File: config.mk
export PLATFORM = sky130hd
export DESIGN_NAME = complex_div
export DESIGN_NICKNAME = d
export VERILOG_FILES = /design/src/rtl/complex_div.sv
export SDC_FILE = /design/constraint.sdc
export NUM_CORES = 1
export LEC_CHECK = 0
export CAP_MARGIN = 20
export CORE_MARGIN = 3
export CORE_UTILIZATION = 24
export DETAILED_ROUTE_END_ITERATION = 10
export PLACE_DENSITY = 0.39
export SETUP_SLACK_MARGIN = 0.3
export SLEW_MARGIN = 10
export SYNTH_ARGS = -nofsm -noshare
export SYNTH_HDL_FRONTEND = slang
export SYNTH_SLANG_ARGS = --single-unit
File: constraint.sdc
create_clock -name clk -period 9.3 [get_ports clk]
set_clock_uncertainty 0.15 [all_clocks]
set_input_delay 0.93 -clock clk [delete_from_list [all_inputs] [get_ports clk]]
set_output_delay 0.93 -clock clk [all_outputs]
set_load 0.05 [all_outputs]
File: src/rtl/complex_div.sv
// rtl/complex_div.sv - sequential fixed-point complex divider (A/B)
//
// Purpose: computes A/B = ((Ar*Br + Ai*Bi) + j(Ai*Br - Ar*Bi)) / (Br^2 + Bi^2)
// on signed fixed-point operands. One restoring-division datapath is shared:
// first it produces the real quotient, then the imaginary quotient, one bit per cycle.
//
// Ports:
//   clk          rising-edge clock
//   rst_n        asynchronous active-low reset
//   i_start      request an operation (sampled only while idle)
//   inAr, inAi   dividend real/imag, signed p_inputWidth bits
//   inBr, inBi   divisor real/imag, signed p_inputWidth bits
//   o_busy       high from PREP through DONE
//   o_valid      one-cycle pulse marking a new result
//   o_QR, o_QI   signed quotient, M+1 bits, p_PointPosition fractional bits
//   o_divByZero  divisor was 0+j0 (quotient forced to 0)
module complex_div #(
  parameter int p_inputWidth    = 8,
  parameter int p_PointPosition = 3,
  localparam int M              = 2*p_inputWidth + p_PointPosition
) (
  input  logic                        clk,
  input  logic                        rst_n,
  input  logic                        i_start,
  input  logic signed [p_inputWidth-1:0] inAr,
  input  logic signed [p_inputWidth-1:0] inAi,
  input  logic signed [p_inputWidth-1:0] inBr,
  input  logic signed [p_inputWidth-1:0] inBi,
  output logic                        o_busy,
  output logic                        o_valid,
  output logic signed [M:0]           o_QR,
  output logic signed [M:0]           o_QI,
  output logic                        o_divByZero
);

  localparam int W  = p_inputWidth;
  localparam int P  = p_PointPosition;
  localparam int CW = $clog2(M);

  typedef enum logic [2:0] {IDLE, PREP, DIV_R, DIV_I, DONE} state_t;

  state_t r_state, w_next;

  logic signed [W-1:0] r_ar, r_ai, r_br, r_bi;
  logic [2*W-1:0]      r_d;       // divisor magnitude Br^2+Bi^2
  logic [2*W-1:0]      r_rem;     // partial remainder, always < r_d
  logic [M-1:0]        r_dvd;     // dividend bits shift out the top, quotient bits shift in the bottom
  logic [CW-1:0]       r_cnt;
  logic                r_neg;     // sign of the numerator currently being divided
  logic [M-1:0]        r_ni_dvd;  // imaginary dividend parked while the real part runs
  logic                r_ni_neg;
  logic signed [M:0]   r_qr;      // real result parked until both parts are done

  // Operands sign-extended to the full numerator width so products never truncate.
  logic signed [2*W:0] w_ar_x, w_ai_x, w_br_x, w_bi_x;
  logic signed [2*W:0] w_nr, w_ni;
  logic [W-1:0]        w_br_abs, w_bi_abs;
  logic [2*W-1:0]      w_d;
  logic [2*W:0]        w_rem_sh, w_rem_sub;
  logic                w_ge, w_last;
  logic [2*W-1:0]      w_rem_nxt;
  logic [M-1:0]        w_dq_nxt;
  logic signed [M:0]   w_q_signed;

  function automatic logic [M-1:0] f_dvd(input logic signed [2*W:0] n);
    logic [2*W:0] mag;
    mag = n[2*W] ? -n : n;
    // |N| never exceeds 2^(2W-1), so dropping the top bit after the shift loses nothing.
    return M'({mag, {P{1'b0}}});
  endfunction

  function automatic logic signed [M:0] f_apply_sign(input logic [M-1:0] q, input logic neg);
    logic signed [M:0] s;
    s = $signed({1'b0, q});
    return neg ? -s : s;
  endfunction

  assign w_ar_x = {{(W+1){r_ar[W-1]}}, r_ar};
  assign w_ai_x = {{(W+1){r_ai[W-1]}}, r_ai};
  assign w_br_x = {{(W+1){r_br[W-1]}}, r_br};
  assign w_bi_x = {{(W+1){r_bi[W-1]}}, r_bi};
  assign w_nr   = w_ar_x * w_br_x + w_ai_x * w_bi_x;
  assign w_ni   = w_ai_x * w_br_x - w_ar_x * w_bi_x;

  // Squares taken on magnitudes: |B|^2 <= 2^(2W-1) fits 2W unsigned bits.
  assign w_br_abs = r_br[W-1] ? W'(-r_br) : W'(r_br);
  assign w_bi_abs = r_bi[W-1] ? W'(-r_bi) : W'(r_bi);
  assign w_d      = {{W{1'b0}}, w_br_abs} * {{W{1'b0}}, w_br_abs}
                  + {{W{1'b0}}, w_bi_abs} * {{W{1'b0}}, w_bi_abs};

  // One restoring-division step.
  assign w_rem_sh   = {r_rem, r_dvd[M-1]};
  assign w_rem_sub  = w_rem_sh - {1'b0, r_d};
  assign w_ge       = (w_rem_sh >= {1'b0, r_d});
  assign w_rem_nxt  = w_ge ? (2*W)'(w_rem_sub) : (2*W)'(w_rem_sh);
  assign w_dq_nxt   = {r_dvd[M-2:0], w_ge};
  assign w_last     = (r_cnt == CW'(M-1));
  assign w_q_signed = f_apply_sign(w_dq_nxt, r_neg);

  always_ff @(posedge clk or negedge rst_n) begin
    if (!rst_n) r_state <= IDLE;
    else        r_state <= w_next;
  end

  always_comb begin
    w_next  = r_state;
    o_busy  = 1'b1;
    o_valid = 1'b0;
    case (r_state)
      IDLE: begin
        o_busy = 1'b0;
        if (i_start) w_next = PREP;
      end
      PREP:    w_next = (w_d == '0) ? DONE : DIV_R;
      DIV_R:   if (w_last) w_next = DIV_I;
      DIV_I:   if (w_last) w_next = DONE;
      DONE: begin
        o_valid = 1'b1;
        w_next  = IDLE;
      end
      default: w_next = IDLE;
    endcase
  end

  always_ff @(posedge clk or negedge rst_n) begin
    if (!rst_n) begin
      r_ar <= '0; r_ai <= '0; r_br <= '0; r_bi <= '0;
      r_d <= '0; r_rem <= '0; r_dvd <= '0; r_cnt <= '0; r_neg <= 1'b0;
      r_ni_dvd <= '0; r_ni_neg <= 1'b0; r_qr <= '0;
      o_QR <= '0; o_QI <= '0; o_divByZero <= 1'b0;
    end else begin
      case (r_state)
        IDLE: if (i_start) begin
          r_ar <= inAr; r_ai <= inAi; r_br <= inBr; r_bi <= inBi;
        end
        PREP: begin
          r_d      <= w_d;
          r_rem    <= '0;
          r_dvd    <= f_dvd(w_nr);
          r_neg    <= w_nr[2*W];
          r_ni_dvd <= f_dvd(w_ni);
          r_ni_neg <= w_ni[2*W];
          r_cnt    <= '0;
          if (w_d == '0) begin
            o_QR <= '0; o_QI <= '0; o_divByZero <= 1'b1;
          end
        end
        DIV_R: begin
          r_rem <= w_rem_nxt;
          r_dvd <= w_dq_nxt;
          r_cnt <= r_cnt + 1'b1;
          if (w_last) begin
            // Real quotient complete: park it and reload the divider with the imaginary numerator.
            r_qr  <= w_q_signed;
            r_rem <= '0;
            r_dvd <= r_ni_dvd;
            r_neg <= r_ni_neg;
            r_cnt <= '0;
          end
        end
        DIV_I: begin
          r_rem <= w_rem_nxt;
          r_dvd <= w_dq_nxt;
          r_cnt <= r_cnt + 1'b1;
          if (w_last) begin
            o_QR <= r_qr; o_QI <= w_q_signed; o_divByZero <= 1'b0;
          end
        end
        default: ;
      endcase
    end
  end

endmodule

==> results of run 1 <==
registers in the layout (all words and copies together) (netlist names):
register,cells
o_QI,20
o_QR,20
o_divByZero,1
r_ai,8
r_ar,8
r_bi,8
r_br,8
r_cnt,5
r_d,16
r_dvd,19
r_neg,1
r_ni_dvd,16
r_ni_neg,1
r_qr,20
r_rem,16
r_state,3
worst max-delay path by stage:
| stage | startpoint | to | slack [ns] | cells after the start |
|---|---|---|---|---|
| CTS | r_bi[1] | o_QI[10] | 0.90 | 26 |
| finish | r_bi[1] | o_QI[10] | 0.93 | 26 |
| global placement | r_bi[1] | o_QI[12] | 1.13 | 26 |
| detailed placement | r_bi[1] | o_QI[14] | 0.92 | 26 |
| floorplan | r_br[0] | o_QI[12] | 2.19 | 28 |
| global route | r_bi[1] | o_QI[10] | 0.41 | 26 |
cell type report:
| type | instances | area [µm²] |
|---|---|---|
| clock buffers | 17 | 425 |
| clock inverters | 15 | 204 |
| fillers | 9799 | 66800 |
| inverters | 430 | 1610 |
| multi-input cells | 1682 | 16200 |
| flip-flops and latches | 170 | 4250 |
| well taps | 1243 | 1560 |
| repair buffers | 102 | 962 |
kinds of logic after synthesis:
group | count (synthesis)
AND/OR/NAND/NOR | 622
adder cells (fa/ha/maj) | 542
buffers and inverters | 522
AO/OA/AOI/OAI | 329
flip-flops | 170
XOR/XNOR | 133
multiplexers | 44
other | 2
worst max-delay path: stages (launching register included):
cell	delay (ns)
dfrtp_1	0.65
or3_1	0.47
o31ai_1	0.27
xor2_1	0.54
inv_1	0.24
nand2_1	0.18
inv_1	0.08
fa_1	0.55
fa_1	0.44
fa_1	0.52
fa_1	0.44
fa_1	0.49
inv_1	0.05
fa_1	0.47
inv_1	0.04
ha_1	0.31
o21ai_0	0.18
nand2b_1	0.09
and2_1	0.18
a41o_1	0.27
a31oi_1	0.22
xnor2_1	0.17
and3_1	0.20
nand4_1	0.23
and2_1	0.25
buf_4	0.27
a22o_1	0.28
synthesized netlist by cell type (all sizes together), types with 15 or more instances:
master,count
inv,430
a22o,27
nor2,99
fa,355
o2bb2ai,16
and2,147
nand2,250
nand2b,29
xor2,45
mux2,29
a21oi,78
dfrtp,170
o21ai,123
ha,187
a21o,16
xnor2,88
clkbuf,78
mux2i,15
nand3,15
per-stage QoR:
| stage | utilization | setup slack [ns] | instances |
|---|---|---|---|
| floorplan | - | 2.19 | 2374 |
| detailed placement | 0.267 | 0.918 | 3627 |
| finish | 0.274 | 0.928 | 3659 |
| global placement | 0.267 | 1.13 | 3626 |
| global route | 0.274 | 0.409 | 3659 |
| CTS | 0.274 | 0.900 | 3659 |
metal layers:
metal / global-route usage / routed length (µm) / vias to the layer above
li1: - / - / 7466
met1: 0.185 / 29800 / 7966
met2: 0.207 / 27200 / 243
met3: 0.0207 / 2110 / 47
met4: 0.0326 / 1110 / 2
met5: 0 / 13 / -
==> flow_metrics.tcl, run 1 <==
set metrics [dict create \
    routed_wl_um 60300 \
    holdBufCountCts 0 \
    max_freq_mhz 119 \
    crit_required_ns 9.53 \
    setup_viol 0 \
    drt-wirelength-per-cell_um 16.5 \
    drt_pass1_iterations 5 \
    nets 2980 \
    cts.path.max_buffers 2 \
    r2r_end "o_QI[10]" \
    crit_path_start_kind "flip-flop" \
    reg2reg_from "r_bi[1]" \
    htreeDepth 4 \
    ys_ff_latch 170 \
    synth-compound-area-share 0.0906 \
    clk_pin_slew_ns 0.09 \
    synth_edf_count 0 \
    critPathKind "flip-flop to flip-flop" \
    postSynthAreaPerCell_um2 9.48 \
    hold_path_class "flip-flop to flip-flop" \
    synthMuxAreaShare 0.0213 \
    row_count 111 \
    post-route-drc-count 0 \
    synthAdderAreaFrac 0.422 \
    synth_top_family_by_area "adder cells" \
    synthXorXnorAreaFrac 0.0523 \
    cts.root.buffer_cell "clkbuf_16" \
    ys_seq_area_frac 0.190 \
    reg2regPathDepth 26 \
    post-dp-hpwl_um 47500 \
    cts_made_buffers 17 \
    ios 78 \
    tritoncts "yes" \
    grt.overflow.total 0 \
    mostFrequentLayoutCell "inv_1" \
    yosys.area.top_type "fa_1" \
    cap_violations 0 \
    via_count 15724 \
    mostFrequentLayoutCells "inv_1, fa_1, nand2_1" \
    drive_gt1_frac 0.0418 \
    core-area_um2 92100 \
    final_area_um2 25200 \
    postCtsSetupBuffers 0 \
    start_util 0.243 \
    reg2reg_slack_ns 0.93 \
    cp-end-kind "flip-flop" \
    yosysTopAreaCellShare 0.317 \
    hold_viol 0 \
    drv_slew 0 \
    grt_pass1_vias 17265 \
    synth_area_um2 22400 \
    synth_ff_type "dfrtp_1" \
    syn2layout_area_growth_pct 12.6 \
    viasPerCell 4.30 \
    worst_pin_slew_ns 0.947 \
    synth_area_leaders "fa_1, dfrtp_1, ha_1, inv_1, nand2_1" \
    grt_max_degree 108 \
    cts.sinks 170 \
    path_max_fanout 41 \
    hold_slack_ns 0.334 \
    finalCriticalPeriod_ns 8.37 \
    die_h_um 312 \
    drtIter0Drc 702 \
    die-area_um2 97100 \
    cp.arrival_ns 8.60 \
    yosys_warnings 0 \
    grt_pass1_wl_um 99100 \
    min_period_over_period 0.900 \
    synthArstFlopShare 1.00 \
    min_to "r_ni_dvd[3]" \
    syn_inst 2364 \
    postPlaceCellArea_um2 24600 \
    synth_cell_types 66 \
    port_buffers 77 \
    antenna_left 0 \
    grt_setup_unrepaired "false" \
    whs_path_depth 2 \
    cts_resized 0 \
    antenna_cells 0 \
    status "finished clean" \
    gp_congestion 0.797 \
    grt_use_total 0.130 \
    synthSimpleGateAreaFrac 0.135 \
    clkLatencyLatePin_ns 0.50 \
    min_from "r_ni_dvd[3]" \
    slew_headroom 0.369 \
    die_w_um 312 \
    tns_ns 0 \
    grt_antenna_before_repair 2 \
]
Power of run 1 is not shown: default switching activity piles up to over one toggle a cycle in this logic, so the estimate is an artifact.
==> inputs of run 2 (changes only) <==
CAP_MARGIN = not set   (was 20)
SETUP_SLACK_MARGIN = 0.1   (was 0.3)
==> flow_metrics.tcl, run 2 (synthesized netlist as in run 1, its figures left out) <==
set metrics [dict create \
    grt.overflow.total 0 \
    grt_use_total 0.130 \
    place_ws_ns 0.984 \
    post-route-drc-count 0 \
    holdBufCountCts 0 \
    viasPerCell 4.26 \
    cts_resized 0 \
    status "finished clean" \
    mostFrequentLayoutCells "inv_1, fa_1, nand2_1" \
    drive_gt1_frac 0.0414 \
    setup_viol 0 \
    start_util 0.243 \
    crit_path_start_kind "flip-flop" \
    cts.path.max_buffers 2 \
    postCtsSetupBuffers 0 \
    crit_required_ns 9.52 \
    gp_congestion 0.797 \
    cap_violations 0 \
    top_regs "o_QI x20, o_QR x20, r_qr x20" \
    grt_max_degree 108 \
    mostFrequentLayoutCell "inv_1" \
    die_h_um 312 \
    die-area_um2 97100 \
    drt_pass1_iterations 5 \
    min_from "r_d[14]" \
    fin_ws_ns 1.04 \
    ios 78 \
    port_buffers 77 \
    cts_made_buffers 17 \
    path_max_fanout 41 \
    routed_wl_um 60400 \
    drt-met1-wl_um 30300 \
    wl_met3_um 1820 \
    hold_slack_ns 0.332 \
    min_period_over_period 0.889 \
    top_layer "met5" \
    grt_antenna_before_repair 3 \
    drt-wirelength-per-cell_um 16.5 \
    critPathKind "flip-flop to flip-flop" \
    crit_start "r_br[7]" \
    cts.root.buffer_cell "clkbuf_16" \
    row_count 111 \
    htreeDepth 4 \
    max_freq_mhz 121 \
    drtIter0Drc 696 \
    die_w_um 312 \
    cts.sinks 170 \
    grt_setup_unrepaired "false" \
    drv_slew 0 \
    post-dp-hpwl_um 47500 \
    clkLatencyLatePin_ns 0.49 \
    syn2layout_area_growth_pct 12.6 \
    grt_pass1_vias 17322 \
    hold_viol 0 \
    slew_headroom 0.226 \
    worst_pin_slew_ns 1.16 \
    grt_pass1_wl_um 99300 \
    reg2reg_from "r_br[7]" \
    core-area_um2 92100 \
    utilization 0.274 \
    antenna_left 0 \
    clk_pin_slew_ns 0.09 \
    tns_ns 0 \
    cp.arrival_ns 8.49 \
    fillers 9813 \
    nets 2979 \
    wl_met2_um 27300 \
    cp-end-kind "flip-flop" \
    tritoncts "yes" \
    hold_path_class "flip-flop to flip-flop" \
    finalCriticalPeriod_ns 8.26 \
    via_count 15598 \
]
==> run 2: changes by cell type in the layout (fill, tap and decap cells not counted) <==
cell     change
buf_4        -1
diode_2      +1
==> run 2: worst max-delay path: stages (launching register included) <==
cell and delay [ns]:
dfrtp_1 0.68, inv_1 0.48, a21boi_0 0.59, inv_1 0.26, nand2_1 0.18, inv_1 0.09, fa_1 0.51, inv_1 0.06
fa_1 0.49, fa_1 0.51, inv_1 0.05, fa_1 0.44, fa_1 0.54, fa_1 0.42, ha_1 0.21, or3_1 0.40
o21bai_1 0.19, a41o_1 0.27, a31oi_1 0.20, xnor2_1 0.16, and3_1 0.20, nand4_1 0.23, and2_1 0.25, buf_4 0.27
a22o_1 0.28
==> run 2: metrics by stage <==
step	std cells	cell area, µm²
floorplan	2374	22400
global placement	3626	24600
finish	3659	25200
global route	3658	25200
CTS	3658	25200
detailed placement	3626	24600
==> run 2: worst paths after layout <==
check | to | slack, ns | cells past startpoint
setup reg to reg | o_QI[12] | 1.04 | 24
hold reg to reg | r_d[14] | 0.33 | 1
hold / removal | r_d[14] | 0.33 | 1
min in group asynchronous | o_QR[13] | 0.40 | 1
max in group asynchronous | r_ni_dvd[6] | 7.06 | 2
setup / recovery | o_QI[12] | 1.04 | 24
==> run 2: per-layer routing <==
layer  global-route usage  vias up
met1                0.186     7867
li1                     -     7473
met2                0.208      214
met5                    0        -
met3               0.0197       42
met4               0.0292        2
==> run 2: layout make-up <==
cell class | instances | area [µm²] | share of cell area
diodes | 1 | 2.50 | 0.0000992
inverters | 430 | 1610 | 0.0640
repair buffers | 101 | 955 | 0.0378
clock buffers | 17 | 425 | 0.0169
flip-flops and latches | 170 | 4250 | 0.169
well taps | 1243 | 1560 | 0.0617
clock inverters | 15 | 204 | 0.00808
multi-input cells | 1682 | 16200 | 0.643
Power of run 2 is left out for the same reason.
